File: src/rtl/hsv_to_rgb.sv
// hsv_to_rgb: rebuilds R,G,B from an absolute hue (degrees) plus
// saturation/value. Used to paint classified skin hues back onto the
// overlay/debug video path.
//
// Operation: the hue is reduced to a 60-degree sector index by repeated
// subtraction, one step per cycle. The in-sector offset f then gives the
// ramp terms a = s*f/60 and b = s*(60-f)/60. Finally p/q/t are scaled by v
// and routed to r/g/b according to the sector. All divisions are exact floors.
//
// Ports:
//   clk        system clock, posedge
//   rst        synchronous reset, active-high (overrides ce)
//   ce         clock enable; low freezes every register
//   in_valid   h/s/v present
//   in_ready   high only while idle
//   h          hue in degrees (HW bits)
//   s, v       saturation / value, 0..2^CW-1
//   out_valid  r/g/b valid, held until out_ready
//   out_ready  downstream accepts result
//   r, g, b    output channels
//
// Build option HSV2RGB_WRAP_EN:
//   defined   - any hue is accepted and reduced modulo 360 (sector wraps 5->0)
//   undefined - hues >= 360 are clamped to 359 when accepted
module hsv_to_rgb #(
  parameter int HW = 10,
  parameter int CW = 8
) (
  input  logic          clk,
  input  logic          rst,
  input  logic          ce,
  input  logic          in_valid,
  output logic          in_ready,
  input  logic [HW-1:0] h,
  input  logic [CW-1:0] s,
  input  logic [CW-1:0] v,
  output logic          out_valid,
  input  logic          out_ready,
  output logic [CW-1:0] r,
  output logic [CW-1:0] g,
  output logic [CW-1:0] b
);

  localparam logic [CW-1:0]   M_FULL   = '1;
  localparam logic [HW-1:0]   DEG60    = HW'(60);
  localparam logic [CW+5:0]   SIXTY_W  = (CW+6)'(60);
  localparam logic [2*CW-1:0] M_WIDE   = {{CW{1'b0}}, M_FULL};

  typedef enum logic [2:0] {
    S_IDLE,
    S_SECT,
    S_FRAC,
    S_SCALE,
    S_DONE
  } state_t;

  state_t        state_q, state_d;
  logic [HW-1:0] rem_q, rem_d;
  logic [2:0]    sector_q, sector_d;
  logic [5:0]    f_q, f_d;
  logic [CW-1:0] s_q, s_d;
  logic [CW-1:0] v_q, v_d;
  logic [CW-1:0] ca_q, ca_d;
  logic [CW-1:0] cb_q, cb_d;
  logic [CW-1:0] r_q, r_d;
  logic [CW-1:0] g_q, g_d;
  logic [CW-1:0] b_q, b_d;
  logic          out_valid_q, out_valid_d;

  logic [HW-1:0]   h_adj;
  logic [CW+5:0]   prod_a, prod_b;
  logic [2*CW-1:0] prod_p, prod_q, prod_t;
  logic [CW-1:0]   p_val, q_val, t_val;

  // Hue as it enters the sector reduction.
  always_comb begin
`ifdef HSV2RGB_WRAP_EN
    h_adj = h;
`else
    h_adj = (h >= HW'(360)) ? HW'(359) : h;
`endif
  end

  // Ramp terms and v-scaled channel levels. Products stay below M*M and
  // 60*M, so the widened operands cannot overflow.
  always_comb begin
    prod_a = {6'd0, s_q} * {{CW{1'b0}}, f_q};
    prod_b = {6'd0, s_q} * {{CW{1'b0}}, 6'd60 - f_q};
    prod_p = {{CW{1'b0}}, v_q} * {{CW{1'b0}}, M_FULL - s_q};
    prod_q = {{CW{1'b0}}, v_q} * {{CW{1'b0}}, M_FULL - ca_q};
    prod_t = {{CW{1'b0}}, v_q} * {{CW{1'b0}}, M_FULL - cb_q};
    p_val  = CW'(prod_p / M_WIDE);
    q_val  = CW'(prod_q / M_WIDE);
    t_val  = CW'(prod_t / M_WIDE);
  end

  always_comb begin
    state_d     = state_q;
    rem_d       = rem_q;
    sector_d    = sector_q;
    f_d         = f_q;
    s_d         = s_q;
    v_d         = v_q;
    ca_d        = ca_q;
    cb_d        = cb_q;
    r_d         = r_q;
    g_d         = g_q;
    b_d         = b_q;
    out_valid_d = out_valid_q;

    case (state_q)
      S_IDLE: begin
        if (in_valid) begin
          rem_d    = h_adj;
          sector_d = 3'd0;
          s_d      = s;
          v_d      = v;
          state_d  = S_SECT;
        end
      end
      S_SECT: begin
        if (rem_q >= DEG60) begin
          rem_d = rem_q - DEG60;
`ifdef HSV2RGB_WRAP_EN
          sector_d = (sector_q == 3'd5) ? 3'd0 : sector_q + 3'd1;
`else
          // Clamped hue never reaches a seventh sector; hold at 5 regardless.
          sector_d = (sector_q == 3'd5) ? 3'd5 : sector_q + 3'd1;
`endif
        end else begin
          f_d     = rem_q[5:0];
          state_d = S_FRAC;
        end
      end
      S_FRAC: begin
        ca_d    = CW'(prod_a / SIXTY_W);
        cb_d    = CW'(prod_b / SIXTY_W);
        state_d = S_SCALE;
      end
      S_SCALE: begin
        case (sector_q)
          3'd0:    begin r_d = v_q;   g_d = t_val; b_d = p_val; end
          3'd1:    begin r_d = q_val; g_d = v_q;   b_d = p_val; end
          3'd2:    begin r_d = p_val; g_d = v_q;   b_d = t_val; end
          3'd3:    begin r_d = p_val; g_d = q_val; b_d = v_q;   end
          3'd4:    begin r_d = t_val; g_d = p_val; b_d = v_q;   end
          default: begin r_d = v_q;   g_d = p_val; b_d = q_val; end
        endcase
        out_valid_d = 1'b1;
        state_d     = S_DONE;
      end
      S_DONE: begin
        if (out_ready) begin
          out_valid_d = 1'b0;
          state_d     = S_IDLE;
        end
      end
      default: state_d = S_IDLE;
    endcase
  end

  always_ff @(posedge clk) begin
    if (rst) begin
      state_q     <= S_IDLE;
      rem_q       <= '0;
      sector_q    <= '0;
      f_q         <= '0;
      s_q         <= '0;
      v_q         <= '0;
      ca_q        <= '0;
      cb_q        <= '0;
      r_q         <= '0;
      g_q         <= '0;
      b_q         <= '0;
      out_valid_q <= 1'b0;
    end else if (ce) begin
      state_q     <= state_d;
      rem_q       <= rem_d;
      sector_q    <= sector_d;
      f_q         <= f_d;
      s_q         <= s_d;
      v_q         <= v_d;
      ca_q        <= ca_d;
      cb_q        <= cb_d;
      r_q         <= r_d;
      g_q         <= g_d;
      b_q         <= b_d;
      out_valid_q <= out_valid_d;
    end
  end

  assign in_ready  = (state_q == S_IDLE);
  assign out_valid = out_valid_q;
  assign r         = r_q;
  assign g         = g_q;
  assign b         = b_q;

endmodule

File: config.mk
export PLATFORM = sky130hd
export DESIGN_NAME = hsv_to_rgb
export DESIGN_NICKNAME = d
export VERILOG_FILES = /design/src/rtl/hsv_to_rgb.sv
export SDC_FILE = /design/constraint.sdc
export NUM_CORES = 1
export LEC_CHECK = 0
export ABC_AREA = 1
export ABC_CLOCK_PERIOD_IN_PS = 8119
export CORE_ASPECT_RATIO = 1.2
export CORE_UTILIZATION = 30
export CTS_CLUSTER_DIAMETER = 60
export DETAILED_ROUTE_END_ITERATION = 12
export PLACE_DENSITY = 0.53
export SETUP_SLACK_MARGIN = 0.2
export SLEW_MARGIN = 20
export SYNTH_ARGS = -nofsm -noshare
export SYNTH_HDL_FRONTEND = slang
export SYNTH_SLANG_ARGS = --single-unit
File: constraint.sdc
create_clock -name clk -period 8.12 [get_ports clk]
set_clock_uncertainty 0.1 [all_clocks]
set_input_delay 1.624 -clock clk [delete_from_list [all_inputs] [get_ports clk]]
set_output_delay 1.624 -clock clk [all_outputs]
set_load 0.05 [all_outputs]
==> results of run 1 <==
==> cell usage after synthesis, types with 10 or more instances <==
master / count
inv_2: 19
nand4_1: 43
o22ai_1: 19
nand3_1: 222
nand2_1: 953
nand2_4: 12
clkinv_1: 11
o211ai_1: 10
xnor2_1: 19
ha_1: 158
dfxtp_1: 79
o21ai_0: 125
o21ai_1: 34
nand3_2: 28
nor3_1: 23
a21oi_1: 156
inv_1: 642
clkbuf_1: 52
nor2_2: 31
nor2_4: 11
nor2_1: 330
fa_1: 158
nand2_2: 52
xor2_1: 30
==> layer usage <==
layer / share of wire [%] / wire [µm]
met1: 43 / 27380
met2: 52 / 32880
met5: 0 / 0
met3: 3.1 / 1940
met4: 1.6 / 1027
==> kinds of logic (layout without fill, tap and decap cells) <==
family	after synthesis	after routing	share of synthesized area, %
compound gates	399	399	11.22
simple gates	1730	1732	38.43
fa+ha+maj	316	316	26.07
xor+xnor	50	50	2.260
flops	79	79	8.023
buf+inv	729	1487	14.00
==> stage by stage <==
step	worst slack, ps	hold slack, ps	utilization [%]
CTS	-628.5	361.8	43.18
finish	-630.3	359.4	46.18
floorplan	19.37	337.9	-
global placement	-977.4	346.2	40.82
global route	-1271	393.8	46.18
detailed placement	-1078	352.8	40.82
==> state kept, by name, summed over array words and instances (netlist names) <==
signal     flops
rem_q         10
b              8
ca_q           8
cb_q           8
g              8
r              8
s_q            8
v_q            8
f_q            6
sector_q       3
state_q        3
out_valid      1
==> final cells by class <==
cell class	instances	area share, %
inverter	672	8.529
tap	832	3.484
timing repair inverter	1	0.02512
clock buffer	10	0.7663
multi-input combinational	2497	60.14
sequential	79	5.431
timing repair buffer	798	21.40
clock inverter	6	0.2261
==> critical path: cells and delay by family, from the launching register on <==
kind / cells / cell delay (ps)
AND/OR/NAND/NOR: 40 / 3560
adder cells (fa/ha/maj): 6 / 2530
AO/OA/AOI/OAI: 6 / 830
flip-flops: 1 / 330
buffers and inverters: 14 / 1220
==> what timing repair did <==
item,4_1_cts,5_1_grt
buffers inserted,71,64
gates resized for setup,204,396
cloned,1,2
pin swaps,145,199
setup endpoints to repair,17,20
==> worst paths after layout <==
kind | cells after the start | start | to | slack, ps
setup / recovery | 66 | v_q[4] | b[0] | -630
hold / removal | 2 | rem_q[1] | rem_q[1] | 360
setup reg to reg | 66 | v_q[4] | b[0] | -630
hold reg to reg | 2 | rem_q[1] | rem_q[1] | 360
==> summary.md, run 1 <==
| Metric | Value |
|---|---|
| Outcome | `finished, violations left` |
| Violated checks | `negative setup slack` |
| Synth Warn # | `0` |
| Die W | `about 240 µm` |
| Filler Cells Inserted | `6644` |
| CTS Buf Count | `9` |
| Wirelength per Cell | `12.92 µm` |
| DRT iter0 DRCs | `867` |
| Ys flop type | `dfxtp_1` |
| HPWL Detailed | `roughly 52000 µm` |
| Clock latency at the later pin of the worst-skew pair | `370 ps` |
| Kind of critical path | `reg -> reg` |
| Post-Syn Nets | `between 3000 and 4000` |
| Final WS setup | `-630.3 ps` |
| Most frequent cells in the layout | `779 x nand2_1, 691 x buf_4, 597 x inv_1, 255 x nor2_1, 172 x nand2_2` |
| Worst Hold Class | `reg -> reg` |
| Final hold vios | `0` |
| Pins over their slew limit | `0` |
| Share of cells above drive strength 1 | `a little over a third` |
| Vias in the first global route | `21780` |
| Overall routing resource usage | `18.45%` |
| Nets@finish | `approximately 4400` |
| Met2 usage | `approximately a third` |
| Grt total ovfl | `0` |
| Worst path arrival time | `about 8900 ps` |
| Slew of the pin with the lowest slew margin | `about 1100 ps` |
| CTS tree | `built` |
| Via/cell ratio | `between 4 and 5` |
| Largest net degree at the start of global routing | `~50` |
| Post-Layout Cell Count | `4895` |
| Post-synth EDFFs | `0` |
| Diode count | `0` |
| CP startpoint kind | `register` |
| Fin crit share | `107.8%` |
| Synthesis-to-finish area growth | `51.58%` |
| Setup crit end kind | `register` |
| Drt pass-1 iters | `5` |
| Area of the die | `around 67000 µm²` |
| Reg clk slew, reported paths | `approximately 70 ps` |
| Initial antenna violation count | `0` |
| Setup TNS | `-3342 ps` |
| Global-route wire length before repair | `~100000 µm` |
| Asr flop ratio synth | `0%` |
| Sequential cell area | `around 1600 µm²` |
| Antenna-violating nets left | `0` |
| Total cell area at the placement stage | `approximately 26000 µm²` |
| DRC | `0` |
| FMAX | `114.3 MHz` |
| Max-Cap Viols | `0` |
| Synthesized area per cell | `between 5 and 6 µm²` |
| Seq/Total Area, Yosys | `8.023%` |
| Worst Path Required | `around 8300 ps` |
| Drt total wl | `~63000 µm` |
| Multi-input logic area | `17970 µm²` |
| Netlist cell types | `52` |
| Clock sink count | `79` |
| Die Ht | `about 280 µm` |
| Post-Synthesis Cells | `3303` |
| Slew HR | `between 20 and 30%` |
| I/O pin cnt | `57` |
| Via Count | `22670` |
| Hold buffers post-CTS | `0` |
| Met3 Resource Use GR | `~2.4%` |
| Synth area leaders | `nand2_1 18%, fa_1 16%, inv_1 12%` |
| Most Crowded Layer GR | `met2` |
| Final instance area | `~30000 µm²` |
| Placed Cells | `about 4700` |
| Mapped cell area | `19710 µm²` |
| Most common cell after layout, fill and taps aside | `nand2_1` |
| Final min period | `~9000 ps` |
| Row cnt | `102` |
| CP peak stage delay | `520 ps` |
| Final setup vio count | `7` |
| Maximum clock insertion buffer count | `2` |
| PortBufs | `56` |
| CP Max Fanout | `7` |
| Yosys reg bits | `slightly below 80` |
| CTS H-tree lvls | `3` |
| Most used cell, CP | `nand2_2` |
| Worst path slowest cell | `fa_1` |
| Core area | `64700 µm²` |
| Area leader, netlist | `nand2_1` |
| GPL Wtd Cong | `0.8933` |
| Starting density of the core | `between 30% and 40%` |
| Synth top area share | `~18%` |
| CTS root buffer | `clkbuf_16` |
| Met1 Usage GRT | `roughly 22%` |
| RSZ-0062 raised after global routing | `yes` |
Power of run 1 is not shown: default switching activity piles up to over one toggle a cycle in this logic, so the estimate is an artifact.
==> run 2: changes to the inputs <==
--- a/config.mk
+++ b/config.mk
@@ -11,7 +11,7 @@
 export CORE_UTILIZATION = 30
 export CTS_CLUSTER_DIAMETER = 60
 export DETAILED_ROUTE_END_ITERATION = 12
-export PLACE_DENSITY = 0.53
+export GPL_ROUTABILITY_DRIVEN = 0
 export SETUP_SLACK_MARGIN = 0.2
 export SLEW_MARGIN = 20
 export SYNTH_ARGS = -nofsm -noshare
==> summary.md, run 2 (synthesis gave the netlist of run 1 again) <==
| Metric | Value |
|---|---|
| Drt total wl | `62080 µm (was 63220 µm)` |
| CP startpoint kind | `register (unchanged)` |
| Final setup vio count | `6 (was 7)` |
| Die Ht | `282.8 µm (unchanged)` |
| Met3 wire length | `2250 µm (was 1940 µm)` |
| PortBufs | `56 (unchanged)` |
| Max layer used | `met4 (unchanged)` |
| Diode count | `0 (unchanged)` |
| Die W | `236 µm (unchanged)` |
| CP Max Fanout | `7 (unchanged)` |
| FMAX | `113.7 MHz (was 114.3 MHz)` |
| DRC | `0 (unchanged)` |
| CTS root buffer | `clkbuf_16 (unchanged)` |
| Most common cell after layout, fill and taps aside | `nand2_1 (unchanged)` |
| Core area | `64700 µm² (unchanged)` |
| Nets@finish | `4370 (was 4405)` |
| Outcome | `finished, violations left (unchanged)` |
| Overall routing resource usage | `18.12% (was 18.45%)` |
| Reg clk slew, reported paths | `70 ps (about the same)` |
| Reg with most FFs | `rem_q (unchanged)` |
| WP buf/inv | `10 (was 14)` |
| Row cnt | `102 (unchanged)` |
| Slew of the pin with the lowest slew margin | `885.4 ps (was 1051 ps)` |
| Slew HR | `40.91% (was 29.83%)` |
| Via/cell ratio | `4.640 (was 4.630)` |
| Clock sink count | `79 (unchanged)` |
| Hold Slack | `358.2 ps (was 359.4 ps)` |
| Most frequent cells in the layout | `779 x nand2_1, 655 x buf_4, 592 x inv_1, 258 x nor2_1, 172 x nand2_2 (was 779 x nand2_1, 691 x buf_4, 597 x inv_1, 255 x nor2_1, 172 x nand2_2)` |
| Violated checks | `negative setup slack (unchanged)` |
| Starting density of the core | `30.47% (unchanged)` |
| Global-route wire length before repair | `100700 µm (was 102300 µm)` |
| Setup crit end kind | `register (unchanged)` |
| Area of the die | `66740 µm² (unchanged)` |
| Met2 Routed Length | `32120 µm (was 32880 µm)` |
| CTS Buf Count | `9 (unchanged)` |
| I/O pin cnt | `57 (unchanged)` |
| Utilization after layout | `45.61% (was 46.18%)` |
| Final min period | `8795 ps (was 8750 ps)` |
| Worst Hold Class | `reg -> reg (unchanged)` |
| Wirelength per Cell | `12.77 µm (was 12.92 µm)` |
| HPWL Detailed | `50570 µm (was 51740 µm)` |
| Grt total ovfl | `0 (unchanged)` |
| Top Family by Delay on Critical Path | `simple AND/OR/NAND/NOR gates (unchanged)` |
| Final WS setup | `-674.5 ps (was -630.3 ps)` |
| Fin crit share | `108.3% (was 107.8%)` |
| Max-Cap Viols | `0 (unchanged)` |
| Worst Path Required | `8240 ps (was 8250 ps)` |
| Synthesis-to-finish area growth | `49.70% (was 51.58%)` |
| Share of cells above drive strength 1 | `34.61% (was 35.71%)` |
| Vias in the first global route | `21720 (was 21780)` |
| RSZ-0062 raised after global routing | `yes (unchanged)` |
| WL met1 | `26150 µm (was 27380 µm)` |
| CTS H-tree lvls | `3 (unchanged)` |
| Multi-input logic area | `17870 µm² (was 17970 µm²)` |
| Worst path slowest cell | `fa_1 (unchanged)` |
| Final hold vios | `0 (unchanged)` |
| Pre-CTS setup slack | `-985.6 ps (was -1078 ps)` |
| Filler Cells Inserted | `6464 (was 6644)` |
| Maximum clock insertion buffer count | `2 (unchanged)` |
| Via Count | `22550 (was 22670)` |
| Most used cell, CP | `nand2_2 (unchanged)` |
| CTS tree | `built (unchanged)` |
| CP peak stage delay | `540 ps (was 520 ps)` |
| Kind of critical path | `reg -> reg (unchanged)` |
| Pins over their slew limit | `0 (unchanged)` |
| Sequential cell area | `1628 µm² (was 1623 µm²)` |
| Hold buffers post-CTS | `0 (unchanged)` |
| Drt pass-1 iters | `5 (unchanged)` |
| Initial antenna violation count | `0 (unchanged)` |
| Antenna-violating nets left | `0 (unchanged)` |
| Clock latency at the later pin of the worst-skew pair | `370 ps (about the same)` |
| Max reg flops | `10 (unchanged)` |
| DRT iter0 DRCs | `940 (was 867)` |
| Largest net degree at the start of global routing | `49 (unchanged)` |
| Worst path arrival time | `8910 ps (was 8880 ps)` |
[run 2: cell count changes in the layout (fill, tap and decap cells not counted), sizes merged]
cell,change
buf,-33
bufinv,-1
clkbuf,+2
inv,-2
nand2,-1
[run 2: layout make-up]
type | instances | share of cell area, %
multi-input cells | 2496 | 60.54
flip-flops and latches | 79 | 5.516
clock inverters | 4 | 0.1018
repair buffers | 765 | 20.83
clock buffers | 12 | 0.8352
well taps | 832 | 3.528
inverters | 672 | 8.641
[run 2: routing by layer]
layer	GRT usage, %	vias to the layer above
li1	-	11700
met1	21.45	10380
met2	33.98	373
met3	2.422	92
met4	4.994	0
met5	0	-
[run 2: worst min-delay path: cells and delay by family (launching register included)]
kind,cells,cell delay (ps)
flip-flops,1,310
AND/OR/NAND/NOR,1,60
AO/OA/AOI/OAI,1,50
[run 2: final timing paths]
kind                               start       end  slack [ps]  depth (start not counted)
worst max-delay path              v_q[1]      b[1]        -670                         65
worst min-delay path            rem_q[1]  rem_q[1]         360                          2
worst max register to register    v_q[1]      b[1]        -670                         65
worst min register to register  rem_q[1]  rem_q[1]         360                          2
[run 2: per-stage QoR]
step / area (µm²) / cells / TNS (ps)
finish: 29510 / 4860 / -3770
detailed placement: 26050 / 4703 / -6465
floorplan: 20530 / 3303 / 0
global placement: 26050 / 4703 / -5490
CTS: 27690 / 4796 / -3170
global route: 29510 / 4860 / -9187
[run 2: what timing repair did]
item / 4_1_cts / 5_1_grt
cloned: 1 / 0
gates resized for setup: 231 / 353
pin swaps: 155 / 261
buffers inserted: 76 / 64
endpoints found under the setup margin: 16 / 20
Power of run 2 is left out for the same reason.
==> run 3: changes to the inputs <==
--- a/config.mk
+++ b/config.mk
@@ -6,14 +6,14 @@
 export NUM_CORES = 1
 export LEC_CHECK = 0
 export ABC_AREA = 1
-export ABC_CLOCK_PERIOD_IN_PS = 8119
 export CORE_ASPECT_RATIO = 1.2
 export CORE_UTILIZATION = 30
 export CTS_CLUSTER_DIAMETER = 60
 export DETAILED_ROUTE_END_ITERATION = 12
 export GPL_ROUTABILITY_DRIVEN = 0
+export PLACE_DENSITY_LB_ADDON = 0.05
 export SETUP_SLACK_MARGIN = 0.2
-export SLEW_MARGIN = 20
+export SLEW_MARGIN = 40
 export SYNTH_ARGS = -nofsm -noshare
 export SYNTH_HDL_FRONTEND = slang
 export SYNTH_SLANG_ARGS = --single-unit
==> summary.md, run 3 (synthesis gave the netlist of run 1 again) <==
| Metric | Value |
|---|---|
| Largest net degree at the start of global routing | `49 (unchanged)` |
| Drt pass-1 iters | `5 (unchanged)` |
| Slew HR | `45.65% (was 40.91%)` |
| Row cnt | `102 (unchanged)` |
| Synthesis-to-finish area growth | `54.78% (was 49.70%)` |
| Global-route wire length before repair | `113500 µm (was 100700 µm)` |
| Area of the die | `66740 µm² (unchanged)` |
| WP buf/inv | `11 (was 10)` |
| Outcome | `finished, violations left (unchanged)` |
| Share of cells above drive strength 1 | `38.23% (was 34.61%)` |
| FMAX | `115.3 MHz (was 113.7 MHz)` |
| Overall routing resource usage | `20.97% (was 18.12%)` |
| Initial antenna violation count | `0 (unchanged)` |
| Hold_sp | `rem_q[0] (was rem_q[1])` |
| Via/cell ratio | `4.666 (was 4.640)` |
| PortBufs | `56 (unchanged)` |
| CTS Buf Count | `9 (unchanged)` |
| Final min period | `8671 ps (was 8795 ps)` |
| Setup crit end kind | `register (unchanged)` |
| Max-Cap Viols | `0 (unchanged)` |
| Via Count | `23020 (was 22550)` |
| Reg clk slew, reported paths | `80 ps (was 70 ps)` |
| RSZ-0062 raised after global routing | `yes (unchanged)` |
| Violated checks | `negative setup slack (unchanged)` |
| Reg with most FFs | `rem_q (unchanged)` |
| Top Family by Delay on Critical Path | `simple AND/OR/NAND/NOR gates (unchanged)` |
| Fin crit share | `106.8% (was 108.3%)` |
| Core area | `64700 µm² (unchanged)` |
| Clock sink count | `79 (unchanged)` |
| Worst path arrival time | `8810 ps (was 8910 ps)` |
| Clock latency at the later pin of the worst-skew pair | `380 ps (was 370 ps)` |
| Worst r2r src | `v_q[5] (was v_q[1])` |
| I/O pin cnt | `57 (unchanged)` |
| DRT iter0 DRCs | `710 (was 940)` |
| Final WS setup | `-550.6 ps (was -674.5 ps)` |
| Starting density of the core | `30.47% (unchanged)` |
| Nets@finish | `4444 (was 4370)` |
| Wirelength per Cell | `14.35 µm (was 12.77 µm)` |
| Worst path slowest cell | `fa_1 (unchanged)` |
| Slew of the pin with the lowest slew margin | `810.2 ps (was 885.4 ps)` |
| Kind of critical path | `reg -> reg (unchanged)` |
| CTS H-tree lvls | `3 (unchanged)` |
| CP startpoint kind | `register (unchanged)` |
| Die W | `236 µm (unchanged)` |
| Vias in the first global route | `23220 (was 21720)` |
| Worst Path Required | `8250 ps (was 8240 ps)` |
| Most common cell after layout, fill and taps aside | `nand2_1 (unchanged)` |
| Diode count | `0 (unchanged)` |
| Hold EP | `rem_q[0] (was rem_q[1])` |
| Antenna-violating nets left | `0 (unchanged)` |
| Most used cell, CP | `nand2_2 (unchanged)` |
| Worst Reg2Reg Path Length in Cells | `62 (was 65)` |
| Worst Hold Class | `reg -> reg (unchanged)` |
| Final hold vios | `0 (unchanged)` |
| Critical R2R Capture | `r[0] (was b[1])` |
| CP peak stage delay | `550 ps (was 540 ps)` |
| Drt total wl | `70780 µm (was 62080 µm)` |
| Hold buffers post-CTS | `0 (unchanged)` |
| Max reg flops | `10 (unchanged)` |
| DRC | `0 (unchanged)` |
| Setup slack, reg-to-reg | `-550 ps (was -670 ps)` |
| Most frequent cells in the layout | `755 x nand2_1, 736 x buf_4, 580 x inv_1, 236 x nor2_1, 186 x nand2_2 (was 779 x nand2_1, 655 x buf_4, 592 x inv_1, 258 x nor2_1, 172 x nand2_2)` |
| Grt total ovfl | `0 (unchanged)` |
| CTS root buffer | `clkbuf_16 (unchanged)` |
| HPWL Detailed | `58640 µm (was 50570 µm)` |
| Die Ht | `282.8 µm (unchanged)` |
| CP Max Fanout | `8 (was 7)` |
| Final setup vio count | `6 (unchanged)` |
| Maximum clock insertion buffer count | `2 (unchanged)` |
| Pins over their slew limit | `0 (unchanged)` |
| Hold Crit Depth | `2 (unchanged)` |
| CTS tree | `built (unchanged)` |
| Setup TNS | `-3100 ps (was -3770 ps)` |
[run 3: layout make-up]
class | count | area (µm²)
multi-input combinational | 2498 | 18300
tap | 832 | 1041
fill | 6713 | 34190
timing repair buffer | 837 | 6660
clock buffer | 9 | 225.2
inverter | 672 | 2571
clock inverter | 7 | 86.33
sequential | 79 | 1627
[run 3: worst max path at each step]
stage / from / endpoint / slack, ps / depth (start not counted)
6_report: v_q[5] / r[0] / -550 / 62
5_1_grt: v_q[4] / r[0] / -1110 / 67
2_1_floorplan: v_q[1] / r[0] / 20 / 65
3_3_place_gp: v_q[3] / r[0] / -910 / 60
4_1_cts: v_q[1] / r[0] / -570 / 65
3_5_place_dp: v_q[2] / g[0] / -910 / 58
[run 3: metrics by stage]
stage	instance area (µm²)	utilization [%]	worst slack, ps	hold WS, ps	cells
floorplan	20530	-	19.37	337.9	3303
global placement	26490	40.94	-909.5	352.5	4762
detailed placement	26500	40.95	-913.9	361.8	4762
CTS	28630	44.25	-572.0	372.9	4875
global route	30510	47.15	-1105	385.3	4934
finish	30510	47.15	-550.6	364.6	4934
[run 3: timing repair]
| action | in CTS | in global routing |
|---|---|---|
| setup endpoints to repair | 18 | 19 |
| cloned | 2 | 1 |
| endpoints found under the hold margin | 0 | 0 |
| setup buffers | 95 | 58 |
| gates resized for setup | 310 | 391 |
| pin swaps | 187 | 245 |
[run 3: worst reg2reg max path, delay by kind of cell (launching register included)]
family | cells | cell delay, ps
buf+inv | 11 | 930
fa+ha+maj | 6 | 2470
compound gates | 8 | 1020
flops | 1 | 410
simple gates | 37 | 3580
[run 3: metal layers]
layer | vias up | global-route usage (%) | share of wire [%]
met5 | - | 0 | 0
met4 | 0 | 6.067 | 2.3
met3 | 71 | 1.226 | 1.6
met2 | 255 | 40.62 | 53
met1 | 10840 | 24.63 | 43
li1 | 11850 | - | -
Power of run 3 is left out for the same reason.
